### config.mk
export PLATFORM = sky130hd
export DESIGN_NAME = branch_resolver_flat
export DESIGN_NICKNAME = d
export VERILOG_FILES = /design/src/rtl/branch_resolver_if.sv /design/src/rtl/branch_resolver.sv /design/src/flat_wrapper.sv
export SDC_FILE = /design/constraint.sdc
export NUM_CORES = 1
export LEC_CHECK = 0
export CORE_UTILIZATION = 25
export DETAILED_ROUTE_END_ITERATION = 12
export GPL_TIMING_DRIVEN = 1
export MAX_ROUTING_LAYER = met4
export SYNTH_ARGS = -nofsm -noshare
export SYNTH_HDL_FRONTEND = slang
export SYNTH_SLANG_ARGS = --single-unit
### constraint.sdc
create_clock -name clk -period 3.4 [get_ports clk]
set_clock_uncertainty 0.05 [all_clocks]
set_input_delay 0.68 -clock clk [delete_from_list [all_inputs] [get_ports clk]]
set_output_delay 0.68 -clock clk [all_outputs]
set_load 0.005 [all_outputs]
### src/rtl/branch_resolver_if.sv
// Control/datapath signal bundle for the conditional-branch sequencer.
// The slave side is the resolver; the master side is the control unit plus the condition flip-flop.
interface branch_resolver_if #(
  parameter int unsigned PC_WIDTH = 32
);
  logic                start;
  logic [31:0]         ir;
  logic                con;
  logic                pc_inc;
  logic                ra_out;
  logic                con_in;
  logic [PC_WIDTH-1:0] pc;
  logic                busy;
  logic                done;
  logic                taken;
  logic                bad_op;

  modport slave (
    input  start, ir, con, pc_inc,
    output ra_out, con_in, pc, busy, done, taken, bad_op
  );

  modport master (
    output start, ir, con, pc_inc,
    input  ra_out, con_in, pc, busy, done, taken, bad_op
  );
endinterface

### src/rtl/branch_resolver.sv
// Program-counter owner and conditional-branch sequencer for the Mini SRC datapath.
// Sequence: IDLE -> EVAL (Ra on bus, CON captures) -> DECIDE (apply offset) -> DONE.
module branch_resolver #(
  parameter logic [4:0]  BR_OPCODE = 5'b10010,
  parameter int unsigned PC_WIDTH  = 32
) (
  input logic         clk,
  input logic         clr_n,
  branch_resolver_if.slave bus
);

  typedef enum logic [1:0] {StIdle, StEval, StDecide, StDone} state_e;

  state_e              state_q, state_d;
  logic [PC_WIDTH-1:0] pc_q, pc_d;
  logic                taken_q, taken_d;
  logic                bad_op_q, bad_op_d;
  logic [PC_WIDTH-1:0] offset;
  logic                is_branch;

  // Condition select and register fields are consumed elsewhere in the datapath.
  logic unused_ir;
  assign unused_ir = ^bus.ir[26:19];

  assign offset    = {{(PC_WIDTH-19){bus.ir[18]}}, bus.ir[18:0]};
  assign is_branch = (bus.ir[31:27] == BR_OPCODE);

  always_ff @(posedge clk) begin
    if (!clr_n) begin
      state_q  <= StIdle;
      pc_q     <= '0;
      taken_q  <= 1'b0;
      bad_op_q <= 1'b0;
    end else begin
      state_q  <= state_d;
      pc_q     <= pc_d;
      taken_q  <= taken_d;
      bad_op_q <= bad_op_d;
    end
  end

  always_comb begin
    state_d  = state_q;
    pc_d     = pc_q;
    taken_d  = taken_q;
    bad_op_d = 1'b0;
    unique case (state_q)
      StIdle: begin
        if (bus.start && is_branch) begin
          state_d = StEval;
        end else begin
          bad_op_d = bus.start;
          if (bus.pc_inc) pc_d = pc_q + PC_WIDTH'(1);
        end
      end
      StEval: state_d = StDecide;
      StDecide: begin
        taken_d = bus.con;
        if (bus.con) pc_d = pc_q + offset;
        state_d = StDone;
      end
      StDone: state_d = StIdle;
      default: state_d = StIdle;
    endcase
  end

  assign bus.ra_out = (state_q == StEval);
  assign bus.con_in = (state_q == StEval);
  assign bus.done   = (state_q == StDone);
  assign bus.busy   = (state_q != StIdle);
  assign bus.pc     = pc_q;
  assign bus.taken  = taken_q;
  assign bus.bad_op = bad_op_q;

endmodule

### src/flat_wrapper.sv
// flat-port wrapper written by rule: the top's interface ports become plain ports
module branch_resolver_flat 
#(
  parameter logic [4:0]  BR_OPCODE = 5'b10010,
  parameter int unsigned PC_WIDTH  = 32
)
  (clk, clr_n, bus_start, bus_ir, bus_con, bus_pc_inc, bus_ra_out, bus_con_in, bus_pc, bus_busy, bus_done, bus_taken, bus_bad_op);
  branch_resolver_if #(.PC_WIDTH(PC_WIDTH)) bus_i ();
  input logic clk;
  input logic clr_n;
  input wire logic [$bits(bus_i.start)-1:0] bus_start;
  input wire logic [$bits(bus_i.ir)-1:0] bus_ir;
  input wire logic [$bits(bus_i.con)-1:0] bus_con;
  input wire logic [$bits(bus_i.pc_inc)-1:0] bus_pc_inc;
  output wire logic [$bits(bus_i.ra_out)-1:0] bus_ra_out;
  output wire logic [$bits(bus_i.con_in)-1:0] bus_con_in;
  output wire logic [$bits(bus_i.pc)-1:0] bus_pc;
  output wire logic [$bits(bus_i.busy)-1:0] bus_busy;
  output wire logic [$bits(bus_i.done)-1:0] bus_done;
  output wire logic [$bits(bus_i.taken)-1:0] bus_taken;
  output wire logic [$bits(bus_i.bad_op)-1:0] bus_bad_op;
  assign bus_i.start = bus_start;
  assign bus_i.ir = bus_ir;
  assign bus_i.con = bus_con;
  assign bus_i.pc_inc = bus_pc_inc;
  assign bus_ra_out = bus_i.ra_out;
  assign bus_con_in = bus_i.con_in;
  assign bus_pc = bus_i.pc;
  assign bus_busy = bus_i.busy;
  assign bus_done = bus_i.done;
  assign bus_taken = bus_i.taken;
  assign bus_bad_op = bus_i.bad_op;
  branch_resolver #(.BR_OPCODE(BR_OPCODE), .PC_WIDTH(PC_WIDTH)) u_core (.clk(clk), .clr_n(clr_n), .bus(bus_i));
endmodule
==> reports/qor.yml, run 1 <==
yosys:
  ys_warn_count: 0
  syn_nets: 508
  synth_enable_flop_cells: 0
  avgSynthCellArea_um2: 7.245
  synthCells: 448
  ys_seq_elements: 36
  synth.distinct_cells: 55
  ys_seq_area_share_pct: 22.21
  syn_area_mm2: 0.003246
  ys.flop_type: "dfxtp_1"
  async_flop_share_pct: 0
status:
  status: "finished clean"
grt:
  grt_antenna_before_repair: 0
  overflow: 0
  grt_pass1_wl_um: 16680
  grt_max_degree: 23
  grt_pass1_vias: 3334
  grt_util_all_layers_pct: 16.24
floorplan:
  rows: 41
  core_mm2: 0.01262
  fp.dieH_um: 115.9
  die_area_mm2: 0.01344
  start_util_pct: 25.72
  io_pins: 75
  fp.dieW_um: 115.9
sta:
  maxSlewViolCount: 0
  finalHoldViolCount: 0
  setup_viol: 0
  finalCritPeriodShare_pct: 96.46
  fin_crit_ps: 3280
  fmax_mhz: 304.9
  worstMarginPinSlew_ps: 591.6
  fin_ws_ps: 120.3
  relSlewSlack_pct: 60.51
  rsz0062_at_grt: "false"
critical_path:
  worstPathRequired_ps: 3520
  critPathMaxStageDelay_ps: 410
  cp_top_family: "compound AO/OA/AOI/OAI gates"
  critPathBufInv: 2
  slowest_stage: "fa_1"
  crit_type: "input pin to register"
  cp.arrival_ps: 3400
  end_kind: "register"
  crit_chain: "clkdlybuf4s50_1, nand2b_1, ha_1, fa_1, a211oi_2, o21ai_1, a21oi_1, o211ai_1, buf_4, mux2i_1, xor2_1, nor2_1"
  start_kind: "input pin"
  critPathMaxFanout: 3
place:
  placed_cells: 687
  port_buffers: 66
  gp_congestion: 0.8736
  dp_hpwl_um: 7975
  preCtsSetupSlack_ps: -204.4
cells_and_area:
  register_area_um2: 720.7
  fin_cells: 695
  final_util_pct: 34.92
  diodes: 0
  nets: 582
  layout_common_cells: "clkdlybuf4s50_1 (66), nand2_1 (51), a21oi_1 (42)"
  drive_above_1_share_pct: 9.369
  multi_input_area_mm2: 0.002401
  final_common_cell: "clkdlybuf4s50_1"
  syn2layout_area_growth_pct: 35.77
  fill_cells: 1383
hold_path:
  hold_class: "register to register"
detailed_routing:
  met2_length_um: 4810
  routed_wirelength_um: 10500
  highest_layer: "met4"
  dr_wl_met3_um: 442
  viasPerCell: 5.153
  vias: 3581
  dr.first_iter.drc_count: 252
  ant_nets: 0
  wl_met1_um: 5027
  drc_errors: 0
  wl_per_cell_um: 15.11
  drtPass1Iterations: 4
cts:
  postCtsSetupRepairBufs: 0
  clock_latency_ps: 290
  clock-root-buffer: "clkbuf_16"
  path_clk_slew_ps: 60
  cts_inserted_buffers: 5
  cts_tree: "yes"
  cts_num_sinks: 36
  clk_path_buf_depth: 2
  cts_max_level: 2
pwr:
  ir_drop_uv: 167.2
  leakagePower_nw: 1.636
  power.density_mw_per_mm2: 392.8
flow_run:
  drv_cap: 0
[per-stage QoR]
step | cell area, µm² | setup TNS (ps) | hold slack, ps | power [mW]
after floorplan | 3246 | 0 | 415.0 | 0.9443
after global placement | 4234 | -542.9 | 409.0 | 1.241
after detailed placement | 4234 | -720.2 | 415.2 | 1.263
after CTS | 4380 | 0 | 423.2 | 1.750
after global routing | 4407 | 0 | 436.6 | 1.841
final | 4407 | 0 | 423.2 | 1.731
[area by class of cell]
type	count	area share (%)
Sequential cell	36	16.35
Multi-Input combinational cell	373	54.49
Clock buffer	8	3.322
Tap cell	172	4.884
Timing Repair Buffer	96	20.10
Inverter	10	0.8518
[state kept, by name (all words and copies together), names as in the netlist]
name               flops
u_core.bus.bad_op      1
u_core.state_q         2
u_core.bus.pc         32
u_core.bus.taken       1
[repair_timing]
item	4_1_cts	5_1_grt
gates resized for setup	0	5
endpoints found under the setup margin	0	9
hold buffers	0	0
[tightest hold or removal path: cells and delay by family (launching register included)]
family | cells | cell delay, ps
compound gates | 1 | 50
simple gates | 1 | 60
flops | 1 | 320
[power breakdown]
part	internal, mW	switching [mW]
combinational	0.317	0.414
clock	0.293	0.186
sequential	0.472	0.0499
[per-layer routing]
metal,vias to the layer above,GRT usage (%)
li1,1786,-
met1,1686,20.99
met2,89,25.60
met3,20,2.563
met4,0,5.641
met5,-,-
[cell families after synthesis]
logic type	synth area share, %
AO/OA/AOI/OAI	24.29
XOR/XNOR	5.127
adder cells (fa/ha/maj)	9.098
buffers and inverters	4.741
flip-flops	22.21
multiplexers	3.393
AND/OR/NAND/NOR	31.15
[Yosys cell counts, types with 9 or more instances]
cell	count	area [µm²]
clkbuf_1	23	86.33
nor3_1	13	65.06
o21ai_0	18	90.09
a21oi_1	44	220.2
and2_1	20	125.1
nor2_1	38	142.6
a21o_1	11	82.58
xnor2_1	11	96.34
nand3_1	19	95.09
dfxtp_1	36	720.7
ha_1	22	275.3
nand4_1	14	87.58
inv_1	9	33.78
mux2i_1	11	110.1
nand2_1	51	191.4
[final timing paths]
check / startpoint / end / slack [ps] / depth (start not counted)
worst max-delay path: bus_ir[0] / u_core.bus.pc[28] / 120 / 12
worst min-delay path: u_core.bus.pc[3] / u_core.bus.pc[3] / 420 / 2
worst max register to register: u_core.state_q[0] / u_core.bus.pc[28] / 180 / 13
worst min register to register: u_core.bus.pc[3] / u_core.bus.pc[3] / 420 / 2
Note: power is estimated with default switching activity, not from simulation.
==> run 2, diff against run 1 <==
--- a/config.mk
+++ b/config.mk
@@ -5,10 +5,11 @@
 export SDC_FILE = /design/constraint.sdc
 export NUM_CORES = 1
 export LEC_CHECK = 0
-export CORE_UTILIZATION = 25
+export CORE_UTILIZATION = 46
 export DETAILED_ROUTE_END_ITERATION = 12
 export GPL_TIMING_DRIVEN = 1
 export MAX_ROUTING_LAYER = met4
+export PLACE_DENSITY = 0.77
 export SYNTH_ARGS = -nofsm -noshare
 export SYNTH_HDL_FRONTEND = slang
 export SYNTH_SLANG_ARGS = --single-unit
==> run 2 against run 1 <==
Against the previous run:
- worst hold slack better by 3.7 ps
- total power down 8.1%
- first-iteration DRC count down 0.40%
- combinational power down 1%
- die area down 45%
- critical endpoint is now u_core.bus.pc[18]
- design area down 3.5%
- non-clock buffer count up 1
- highest routed layer unchanged
- clock power down 28%
- sequential share of layout area up 0.59 points
- largest power group unchanged
- fmax up 2.0%
==> reports/qor.yml, run 2 (synthesis gave the netlist of run 1 again) <==
status:
  status: "finished clean"
cells_and_area:
  diodes: 0
  final_common_cell: "clkdlybuf4s50_1"
  layout_common_cells: "clkdlybuf4s50_1 (66), nand2_1 (51), a21oi_1 (43)"
  syn2layout_area_growth_pct: 31.03
  largest_reg_flops: 32
  nets: 583
  drive_above_1_share_pct: 9.560
sta:
  finalHoldViolCount: 0
  fin_ws_ps: 184.1
  finalCritPeriodShare_pct: 94.59
  maxSlewViolCount: 0
  rsz0062_at_grt: "false"
  fin_crit_ps: 3216
  setup_viol: 0
  relSlewSlack_pct: 62.02
  setup_tns_ps: 0
  fmax_mhz: 311.0
  worstMarginPinSlew_ps: 568.9
critical_path:
  end_kind: "register"
  crit_type: "input pin to register"
  reg2reg_from: "u_core.state_q[0]"
  cp.arrival_ps: 3350
  start_kind: "input pin"
  cp-startpoint: "bus_ir[0]"
  worstPathRequired_ps: 3530
  critPathMaxFanout: 3
cts:
  path_clk_slew_ps: 80
  clock_latency_ps: 290
  cts_num_sinks: 36
  cts_tree: "yes"
  cts_max_level: 2
  clk_path_buf_depth: 2
  clock-root-buffer: "clkbuf_8"
  cts_inserted_buffers: 5
grt:
  met2_usage_pct: 43.22
  grt_util_all_layers_pct: 27.22
  grt_pass1_wl_um: 15840
  grt_max_degree: 25
  grtUsageMet3_pct: 2.984
  busiest_layer: "met2"
  grt_antenna_before_repair: 0
  overflow: 0
  met1_usage_pct: 37.62
  grt_pass1_vias: 3245
detailed_routing:
  wl_per_cell_um: 15.42
  drc_errors: 0
  vias: 3601
  drtPass1Iterations: 5
  routed_wirelength_um: 9543
  ant_nets: 0
  dr.first_iter.drc_count: 251
  viasPerCell: 5.817
floorplan:
  start_util_pct: 47.77
  fp.dieH_um: 86
  rows: 30
  fp.dieW_um: 86
  core_mm2: 0.006794
  die_area_mm2: 0.007396
  io_pins: 75
place:
  port_buffers: 66
  dp_hpwl_um: 7144
  gp_congestion: 0.9532
  preCtsSetupSlack_ps: -119.9
hold_path:
  hold_start: "u_core.bus.pc[3]"
  hold_class: "register to register"
pwr:
  ir_drop_uv: 205.4
  leakagePower_nw: 1.615
  power.density_mw_per_mm2: 373.9
flow_run:
  drv_cap: 0
run 2: cell count changes in the layout (fill, tap and decap cells not counted), sizes merged:
cell / previous run / this run
clkbuf: 8 / 7
buf: 30 / 31
run 2: cell type report:
class / count / area, µm²
Tap cell: 96 / 120.1
Inverter: 10 / 37.54
Sequential cell: 36 / 720.7
Multi-Input combinational cell: 373 / 2385
Fill cell: 655 / 2541
Timing Repair Buffer: 97 / 893.4
Clock buffer: 7 / 96.34
run 2: through the flow:
step | total power, mW | hold slack, ps | instance area (µm²) | utilization, % | cells
2_1_floorplan | 0.9443 | 415.0 | 3246 | - | 448
3_3_place_gp | 1.233 | 406.2 | 4146 | 61.03 | 612
3_5_place_dp | 1.256 | 416.8 | 4146 | 61.03 | 612
4_1_cts | 1.605 | 428.1 | 4243 | 62.45 | 619
5_1_grt | 1.710 | 454.5 | 4253 | 62.60 | 619
6_report | 1.590 | 426.9 | 4253 | 62.60 | 619
run 2: worst paths after layout:
kind                       endpoint  slack, ps  cells past startpoint
hold / removal     u_core.bus.pc[3]        430                      2
setup / recovery  u_core.bus.pc[18]        180                     12
setup reg to reg  u_core.bus.pc[29]        260                     12
hold reg to reg    u_core.bus.pc[3]        430                      2
run 2: layer usage:
metal / vias up / wire length, µm
met5: - / 0
met4: 0 / 68
li1: 1793 / -
met1: 1681 / 4651
met3: 9 / 596
met2: 118 / 4227
run 2: critical path: stages:
cell,delay [ps]
clkdlybuf4s50_1,400
nand2b_1,160
ha_1,220
fa_1,420
a211oi_2,330
o21ai_1,120
a21oi_1,230
o211ai_1,190
buf_4,190
mux2i_1,180
xor2_1,170
nor2_1,60
run 2: what timing repair did:
action                     CTS  global route
gates resized for setup      0             2
buffers inserted             0             0
setup endpoints to repair    0             3
hold buffers                 0             0
run 2: power by group:
part	total, mW	switching [mW]	internal, mW
logic	0.724	0.407	0.317
clock network	0.344	0.163	0.181
registers	0.522	0.0514	0.471
